File: config.mk
export PLATFORM = sky130hd
export DESIGN_NAME = back_icon_channel_arbiter_flat
export DESIGN_NICKNAME = d
export VERILOG_FILES = /design/src/rtl/back_icon_channel_arbiter_pkg.sv /design/src/rtl/back_icon_channel_arbiter_if.sv /design/src/rtl/back_icon_channel_arbiter_tracker.sv /design/src/rtl/back_icon_channel_arbiter.sv /design/src/flat_wrapper.sv
export SDC_FILE = /design/constraint.sdc
export NUM_CORES = 1
export LEC_CHECK = 0
export BUFFER_PORTS_ARGS = -buffer_cell sky130_fd_sc_hd__buf_2
export CAP_MARGIN = 20
export CORE_UTILIZATION = 50
export CTS_CLUSTER_DIAMETER = 120
export CTS_CLUSTER_SIZE = 10
export DETAILED_ROUTE_END_ITERATION = 6
export GPL_TIMING_DRIVEN = 1
export PLACE_DENSITY = 0.73
export SKIP_CTS_REPAIR_TIMING = 1
export SYNTH_ARGS = -nofsm -noshare
export SYNTH_HDL_FRONTEND = slang
export SYNTH_SLANG_ARGS = --single-unit
File: constraint.sdc
create_clock -name clk -period 18.94 [get_ports clk]
set_input_delay 3.788 -clock clk [delete_from_list [all_inputs] [get_ports clk]]
set_output_delay 3.788 -clock clk [all_outputs]
set_load 0.02 [all_outputs]
File: src/rtl/back_icon_channel_arbiter_pkg.sv
`default_nettype none
// ============================================================================
// Module   : back_icon_channel_arbiter_pkg
// Purpose  : Shared sizes, types and helpers for the icon channel arbiter.
// Revision : 1.0 - initial release
// ============================================================================
package back_icon_channel_arbiter_pkg;

    localparam int NUM_ICON_CHANNELS   = 4;
    localparam int NUM_REQUESTERS      = 4;
    localparam int NUM_EXEC_UNITS      = 4;
    localparam int LOG2_NUM_EXEC_UNITS = 2;
    localparam int RECV_W              = 2 * NUM_EXEC_UNITS + 2;
    localparam int ADDR_W              = LOG2_NUM_EXEC_UNITS;
    localparam int RR_W                = (NUM_REQUESTERS > 1) ? $clog2(NUM_REQUESTERS) : 1;

    typedef logic [ADDR_W-1:0] type_exec_unit_addr;

    typedef struct packed {
        logic                          receiver_mxreg;
        logic                          receiver_str;
        logic [2*NUM_EXEC_UNITS-1:0]   eus;
    } type_icon_receivers_list;

    typedef struct packed {
        type_exec_unit_addr      src_addr;
        type_icon_receivers_list receivers;
    } type_icon_arb_req;

    // Round-robin position offset places past base, wrapping at NUM_REQUESTERS.
    function automatic logic [RR_W-1:0] rr_index(input logic [RR_W-1:0] base, input int offset);
        int sum;
        sum = (int'(base) + offset) % NUM_REQUESTERS;
        return RR_W'(sum);
    endfunction

endpackage
`default_nettype wire

File: src/rtl/back_icon_channel_arbiter_if.sv
`default_nettype none
// ============================================================================
// Module   : back_icon_channel_arbiter_if
// Purpose  : Requester and channel-fabric signals of the icon channel arbiter.
// Revision : 1.0 - initial release
// ============================================================================
interface back_icon_channel_arbiter_if;
    import back_icon_channel_arbiter_pkg::*;

    logic [NUM_REQUESTERS-1:0]                 req_valid_i;
    logic [NUM_REQUESTERS-1:0][ADDR_W-1:0]     req_src_addr_i;
    logic [NUM_REQUESTERS-1:0][RECV_W-1:0]     req_receivers_i;
    logic [NUM_REQUESTERS-1:0]                 req_ready_o;
    logic [NUM_ICON_CHANNELS-1:0][ADDR_W-1:0]  ch_src_addr_o;
    logic [NUM_ICON_CHANNELS-1:0][RECV_W-1:0]  ch_receiver_list_o;
    logic [NUM_ICON_CHANNELS-1:0][RECV_W-1:0]  ch_success_i;
    logic [NUM_ICON_CHANNELS-1:0]              ch_busy_o;
    logic [NUM_ICON_CHANNELS-1:0]              ch_timeout_o;

    modport slave (
        input  req_valid_i, req_src_addr_i, req_receivers_i, ch_success_i,
        output req_ready_o, ch_src_addr_o, ch_receiver_list_o, ch_busy_o, ch_timeout_o
    );

    modport master (
        output req_valid_i, req_src_addr_i, req_receivers_i, ch_success_i,
        input  req_ready_o, ch_src_addr_o, ch_receiver_list_o, ch_busy_o, ch_timeout_o
    );

endinterface
`default_nettype wire

File: src/rtl/back_icon_channel_arbiter_tracker.sv
`default_nettype none
// ============================================================================
// Module   : back_icon_channel_tracker
// Purpose  : One interconnect channel: pending receivers, owner and timeout.
// Revision : 1.0 - initial release
// ============================================================================
module back_icon_channel_tracker
    import back_icon_channel_arbiter_pkg::*;
#(
    parameter int TIMEOUT_CYCLES = 15
) (
    input  wire logic                clk,
    input  wire logic                reset_n,
    input  wire logic                i_grant,
    input  wire type_icon_arb_req    i_load,
    input  wire logic [RECV_W-1:0]   i_success,
    output logic                     o_busy,
    output type_exec_unit_addr       o_src_addr,
    output logic [RECV_W-1:0]        o_list,
    output logic                     o_timeout
);

    localparam logic [7:0] C_COUNT_LAST = 8'(TIMEOUT_CYCLES - 1);

    typedef enum logic [0:0] {
        ST_IDLE   = 1'b0,
        ST_ACTIVE = 1'b1
    } state_t;

    state_t              r_state;
    logic [RECV_W-1:0]   r_pending;
    type_exec_unit_addr  r_src;
    logic [7:0]          r_count;
    logic                r_timeout;

    logic                w_hit;
    logic [RECV_W-1:0]   w_next;

    // Only successes for still-pending receivers count as progress.
    assign w_hit  = |(i_success & r_pending);
    assign w_next = r_pending & ~i_success;

    always_ff @(posedge clk or negedge reset_n) begin
        if (!reset_n) begin
            r_state   <= ST_IDLE;
            r_pending <= '0;
            r_src     <= '0;
            r_count   <= '0;
            r_timeout <= 1'b0;
        end else begin
            r_timeout <= 1'b0;
            case (r_state)
                ST_IDLE: begin
                    if (i_grant) begin
                        r_state   <= ST_ACTIVE;
                        r_pending <= i_load.receivers;
                        r_src     <= i_load.src_addr;
                        r_count   <= '0;
                    end
                end
                ST_ACTIVE: begin
                    if (w_next == '0) begin
                        r_state   <= ST_IDLE;
                        r_pending <= '0;
                        r_src     <= '0;
                        r_count   <= '0;
                    end else if (!w_hit && (r_count == C_COUNT_LAST)) begin
                        r_state   <= ST_IDLE;
                        r_pending <= '0;
                        r_src     <= '0;
                        r_count   <= '0;
                        r_timeout <= 1'b1;
                    end else begin
                        r_pending <= w_next;
                        r_count   <= w_hit ? 8'd0 : r_count + 8'd1;
                    end
                end
                default: r_state <= ST_IDLE;
            endcase
        end
    end

    assign o_busy     = (r_state == ST_ACTIVE);
    assign o_src_addr = r_src;
    assign o_list     = r_pending;
    assign o_timeout  = r_timeout;

endmodule
`default_nettype wire

File: src/rtl/back_icon_channel_arbiter.sv
`default_nettype none
// ============================================================================
// Module   : back_icon_channel_arbiter
// Purpose  : Round-robin allocation of requesters onto free interconnect channels.
// Revision : 1.0 - initial release
// ============================================================================
module back_icon_channel_arbiter
    import back_icon_channel_arbiter_pkg::*;
#(
    parameter int TIMEOUT_CYCLES = 15
) (
    input  wire logic                   clk,
    input  wire logic                   reset_n,
    back_icon_channel_arbiter_if.slave  bus
);

    logic [RR_W-1:0]                              r_rr_ptr;
    logic [NUM_ICON_CHANNELS-1:0]                 w_busy;
    logic [NUM_ICON_CHANNELS-1:0]                 w_timeout;
    logic [NUM_ICON_CHANNELS-1:0]                 w_grant;
    logic [NUM_ICON_CHANNELS-1:0]                 w_avail;
    type_icon_arb_req [NUM_ICON_CHANNELS-1:0]     w_load;
    type_exec_unit_addr [NUM_ICON_CHANNELS-1:0]   w_src;
    logic [NUM_ICON_CHANNELS-1:0][RECV_W-1:0]     w_list;
    logic [NUM_REQUESTERS-1:0]                    w_ready;
    logic [RR_W-1:0]                              w_idx;
    logic [RR_W-1:0]                              w_last;
    logic                                         w_found;
    logic                                         w_any;

    // Requesters in round-robin order each take the lowest channel that was
    // idle at the start of the cycle; empty masks are acked without a channel.
    always_comb begin
        w_ready = '0;
        w_grant = '0;
        w_load  = '0;
        w_avail = ~w_busy;
        w_idx   = '0;
        w_last  = '0;
        w_found = 1'b0;
        w_any   = 1'b0;
        for (int i = 0; i < NUM_REQUESTERS; i++) begin
            w_idx   = rr_index(r_rr_ptr, i);
            w_found = 1'b0;
            if (bus.req_valid_i[w_idx]) begin
                if (bus.req_receivers_i[w_idx] == '0) begin
                    w_ready[w_idx] = 1'b1;
                end else begin
                    for (int c = 0; c < NUM_ICON_CHANNELS; c++) begin
                        if (!w_found && w_avail[c]) begin
                            w_found            = 1'b1;
                            w_avail[c]         = 1'b0;
                            w_grant[c]         = 1'b1;
                            w_load[c].src_addr = bus.req_src_addr_i[w_idx];
                            w_load[c].receivers = type_icon_receivers_list'(bus.req_receivers_i[w_idx]);
                        end
                    end
                    if (w_found) begin
                        w_ready[w_idx] = 1'b1;
                        w_any          = 1'b1;
                        w_last         = w_idx;
                    end
                end
            end
        end
    end

    always_ff @(posedge clk or negedge reset_n) begin
        if (!reset_n) begin
            r_rr_ptr <= '0;
        end else if (w_any) begin
            r_rr_ptr <= rr_index(w_last, 1);
        end
    end

    generate
        for (genvar g = 0; g < NUM_ICON_CHANNELS; g++) begin : g_ch
            back_icon_channel_tracker #(
                .TIMEOUT_CYCLES (TIMEOUT_CYCLES)
            ) u_tracker (
                .clk        (clk),
                .reset_n    (reset_n),
                .i_grant    (w_grant[g]),
                .i_load     (w_load[g]),
                .i_success  (bus.ch_success_i[g]),
                .o_busy     (w_busy[g]),
                .o_src_addr (w_src[g]),
                .o_list     (w_list[g]),
                .o_timeout  (w_timeout[g])
            );
        end
    endgenerate

    assign bus.req_ready_o        = w_ready;
    assign bus.ch_busy_o          = w_busy;
    assign bus.ch_src_addr_o      = w_src;
    assign bus.ch_receiver_list_o = w_list;
    assign bus.ch_timeout_o       = w_timeout;

endmodule
`default_nettype wire

File: src/flat_wrapper.sv
// flat-port wrapper written by rule: the top's interface ports become plain ports
module back_icon_channel_arbiter_flat import back_icon_channel_arbiter_pkg::*;
#(
    parameter int TIMEOUT_CYCLES = 15
)
  (clk, reset_n, bus_req_valid_i, bus_req_src_addr_i, bus_req_receivers_i, bus_ch_success_i, bus_req_ready_o, bus_ch_src_addr_o, bus_ch_receiver_list_o, bus_ch_busy_o, bus_ch_timeout_o);
  back_icon_channel_arbiter_if bus_i ();
  input  wire logic clk;
  input  wire logic reset_n;
  input wire logic [$bits(bus_i.req_valid_i)-1:0] bus_req_valid_i;
  input wire logic [$bits(bus_i.req_src_addr_i)-1:0] bus_req_src_addr_i;
  input wire logic [$bits(bus_i.req_receivers_i)-1:0] bus_req_receivers_i;
  input wire logic [$bits(bus_i.ch_success_i)-1:0] bus_ch_success_i;
  output wire logic [$bits(bus_i.req_ready_o)-1:0] bus_req_ready_o;
  output wire logic [$bits(bus_i.ch_src_addr_o)-1:0] bus_ch_src_addr_o;
  output wire logic [$bits(bus_i.ch_receiver_list_o)-1:0] bus_ch_receiver_list_o;
  output wire logic [$bits(bus_i.ch_busy_o)-1:0] bus_ch_busy_o;
  output wire logic [$bits(bus_i.ch_timeout_o)-1:0] bus_ch_timeout_o;
  assign bus_i.req_valid_i = bus_req_valid_i;
  assign bus_i.req_src_addr_i = bus_req_src_addr_i;
  assign bus_i.req_receivers_i = bus_req_receivers_i;
  assign bus_i.ch_success_i = bus_ch_success_i;
  assign bus_req_ready_o = bus_i.req_ready_o;
  assign bus_ch_src_addr_o = bus_i.ch_src_addr_o;
  assign bus_ch_receiver_list_o = bus_i.ch_receiver_list_o;
  assign bus_ch_busy_o = bus_i.ch_busy_o;
  assign bus_ch_timeout_o = bus_i.ch_timeout_o;
  back_icon_channel_arbiter #(.TIMEOUT_CYCLES(TIMEOUT_CYCLES)) u_core (.clk(clk), .reset_n(reset_n), .bus(bus_i));
endmodule
==> results.md <==
- Inserted Clock Buffers: 9
- CP Data Arrival Time: 7320 ps
- Cells along the critical path: buf_2, mux4_2, or4_4, o31ai_4, nand2_1, o22a_1, nand3_2, o21ai_0, a21boi_0, nand2_1, nand2_1, buf_2
- Reg2reg setup slack: 12670 ps
- Tcrit/Tclk final: 58.7%
- Peak supply drop: 0.133 mV
- Yosys warns: 0
- CTS tree: built
- Worst-path clk slew: 70 ps
- CP bufs+invs: 2
- Fin Setup TNS: 0 ps
- EDFF count, synth: 0
- Fin. max-slew vios: 0
- Worst rel slew slack: 28.6%
- Setup CP Type: input port to output port
- Yosys top cell area share: 28.6%
- Via count: 8166
- Crit Path Max Fanout: 13
- Clock skew: 10.4 ps
- Starting Density: between 50% and 60%
- Area contributors post-synth: dfrtp_1 29%, mux4_2 15%, a221o_1 5.3%
- Tot GR Track Use: 33.6%
- Clock power frac: 9.6%
- Root buf cell: clkbuf_16
- #FFs+latches synth: 90
- Via/cell ratio: between 6 and 7
- Fillers: between 1000 and 1500
- Die area: 16300 um2
- Worst-margin pin slew: 1070 ps
- Sequential element share of the synthesized area: between 20% and 30%
- CP startpoint kind: input port
- Placer Congestion: 1.02
- Initial DRC count: 1201
- Antenna diodes: 0
- Sequential power share: 16.9%
- Share of cells above drive strength 1: 28.3%
- Mapped Nets: 960
- IO Count: 154
- Most frequent cells in the layout: 152 x buf_2, 111 x nand2_1, 89 x dfrtp_1, 58 x nor2_1, 52 x mux4_2
- Setup violators final: 0
- GR Overflow Total: 0
- CP max-delay cell: o31ai_4
- Area grow syn2layout: 14.0%
- Avg WL per Cell: approximately 23 um
- Hold Fails Final Rpt: 0
- Cell family with most CP delay: compound AO/OA/AOI/OAI gates
- CTS max path bufs: 2
- Initial DRT Pass Iterations: 7
- Combinational Power Share: 73.5%
- Power Internal: 0.847 mW
- Async SR Flop Fraction: 100%
- Initial antenna violation count: 0
- Failing checks: DRC
- Mean area per synthesized cell: between 9 and 10 um2
- Fmax: 90.0 MHz
- WP data required: roughly 15000 ps
- Core area: 15300 um2
- Switching part of the total power: between 50% and 60%
- Crit end category: output port
- Worst hold slack: 485 ps
- Mapped cell area: 7890 um2
- Die span in y: 128 um
- Commonest non-fill, non-tap cell in the layout: buf_2
- Num rows: 45
- CP peak stage delay: 600 ps
- PD cells: 205 nW/um2
- Pin count of the biggest net entering global routing: 60
- Worst hold path type: flip-flop to flip-flop
- Outcome: finished with violations
- Die width: 128 um
- Routed wire length: 26900 um
- RSZ-0062 raised after global routing: false
- Port buffer count: 153
- Top FF cell, synth: dfrtp_1
- Hpwl dp: 20100 um
- Switching pwr: 0.994 mW
- Vias in the first global route: 7298
- Final ANT Viol Nets: 0
- Nets: 1081
- Gate Count Post-Synth: 854
- Top cell type by total area after synthesis: dfrtp_1
- Maxcap violations: 0
- H-tree levels: 3
- Clk_lat worst skew: 350 ps
- Number of remaining DRC errors: 19
- Clk sinks: 90
- Minimum clock period: 11110 ps
- LEAKAGE: 3.90 nW
- Most used cell along the critical path: nand2_1
- First-pass GRT wire length: 41700 um
- Unique cell type count in the Yosys netlist: 74
-- metrics by stage --
stage | total power [mW] | util [%] | instances | setup WS [ps] | cell area [um2]
after detailed placement | 1.62 | 56.7 | 1173 | 7840 | 8690
after global routing | 1.95 | 58.7 | 1191 | 7640 | 8990
after global placement | 1.61 | 56.7 | 1173 | 7920 | 8690
after CTS | 1.80 | 58.6 | 1189 | 7820 | 8970
after floorplan | 1.28 | - | 854 | 8610 | 7890
final | 1.84 | 58.7 | 1191 | 7830 | 8990
-- routing by layer --
metal  part of all wire (%)  global-route usage, %  wire (um)
met1                     42                   50.2      11400
met2                     41                   47.4      11100
met3                     12                   6.41       3310
met4                    4.1                   13.9       1110
met5                      0                      0          0
-- Yosys cell counts, drive strengths merged, types with 11 or more instances --
| library cell | count |
|---|---|
| a22o | 11 |
| mux4 | 52 |
| o22ai | 13 |
| nor2 | 59 |
| a221oi | 12 |
| a22oi | 18 |
| buf | 34 |
| dfrtp | 90 |
| o21ai | 74 |
| inv | 45 |
| o31ai | 13 |
| clkbuf | 26 |
| nand2b | 27 |
| nand3 | 25 |
| and3 | 15 |
| nor3 | 17 |
| a222oi | 25 |
| ha | 12 |
| a21oi | 17 |
| nor4 | 13 |
| a221o | 42 |
| nand2 | 111 |
-- worst paths after layout --
check                                                                 from                                            endpoint  cells after the start
max reg2reg                                 u_core.r_rr_ptr[0]$_DFFE_PN0P_  u_core.g_ch[3].u_tracker.o_src_addr[0]$_DFFE_PN0P_                     14
max in group asynchronous                                          reset_n                      u_core.r_rr_ptr[0]$_DFFE_PN0P_                      2
max                                                bus_req_receivers_i[30]                                  bus_req_ready_o[2]                     12
min                        u_core.g_ch[1].u_tracker.r_count[7]$_DFFE_PN0P_     u_core.g_ch[1].u_tracker.r_count[7]$_DFFE_PN0P_                      1
min in group asynchronous                                          reset_n      u_core.g_ch[2].u_tracker.o_list[5]$_DFFE_PN0P_                      1
min reg2reg                u_core.g_ch[1].u_tracker.r_count[7]$_DFFE_PN0P_     u_core.g_ch[1].u_tracker.r_count[7]$_DFFE_PN0P_                      1
-- power groups by stage --
stage / Sequential, mW / Clock [mW] / Combinational [mW]
4_1_cts: 0.310 / 0.178 / 1.32
3_3_place_gp: 0.312 / 0 / 1.30
6_report: 0.312 / 0.176 / 1.35
2_1_floorplan: 0.343 / 0 / 0.938
5_1_grt: 0.317 / 0.186 / 1.44
3_5_place_dp: 0.312 / 0 / 1.31
-- kinds of logic after synthesis --
| group | after synthesis | share of synthesized area, % |
|---|---|---|
| AND/OR/NAND/NOR | 313 | 20.1 |
| buffers and inverters | 105 | 6.63 |
| AO/OA/AOI/OAI | 267 | 26.2 |
| XOR/XNOR | 11 | 1.22 |
| flip-flops | 90 | 28.6 |
| adder cells (fa/ha/maj) | 14 | 2.17 |
| multiplexers | 54 | 15.1 |
-- cell type report --
class                      count  area [um2]  share of cell area (%)
multi-input combinational    659        5120                    57.0
sequential                    90        2250                    25.1
tap                          211         264                    2.94
inverter                      45         169                    1.88
clock buffer                  10         239                    2.66
timing repair buffer         170         896                    9.97
clock inverter                 6        48.8                   0.543
-- registers in the layout, indices dropped and copies added, names as in the netlist --
signal                            flops
u_core.g_ch.u_tracker.o_busy          4
u_core.g_ch.u_tracker.o_list         40
u_core.g_ch.u_tracker.o_src_addr      8
u_core.g_ch.u_tracker.o_timeout       4
u_core.g_ch.u_tracker.r_count        32
u_core.r_rr_ptr                       2
(Power assumes the default switching activity.)
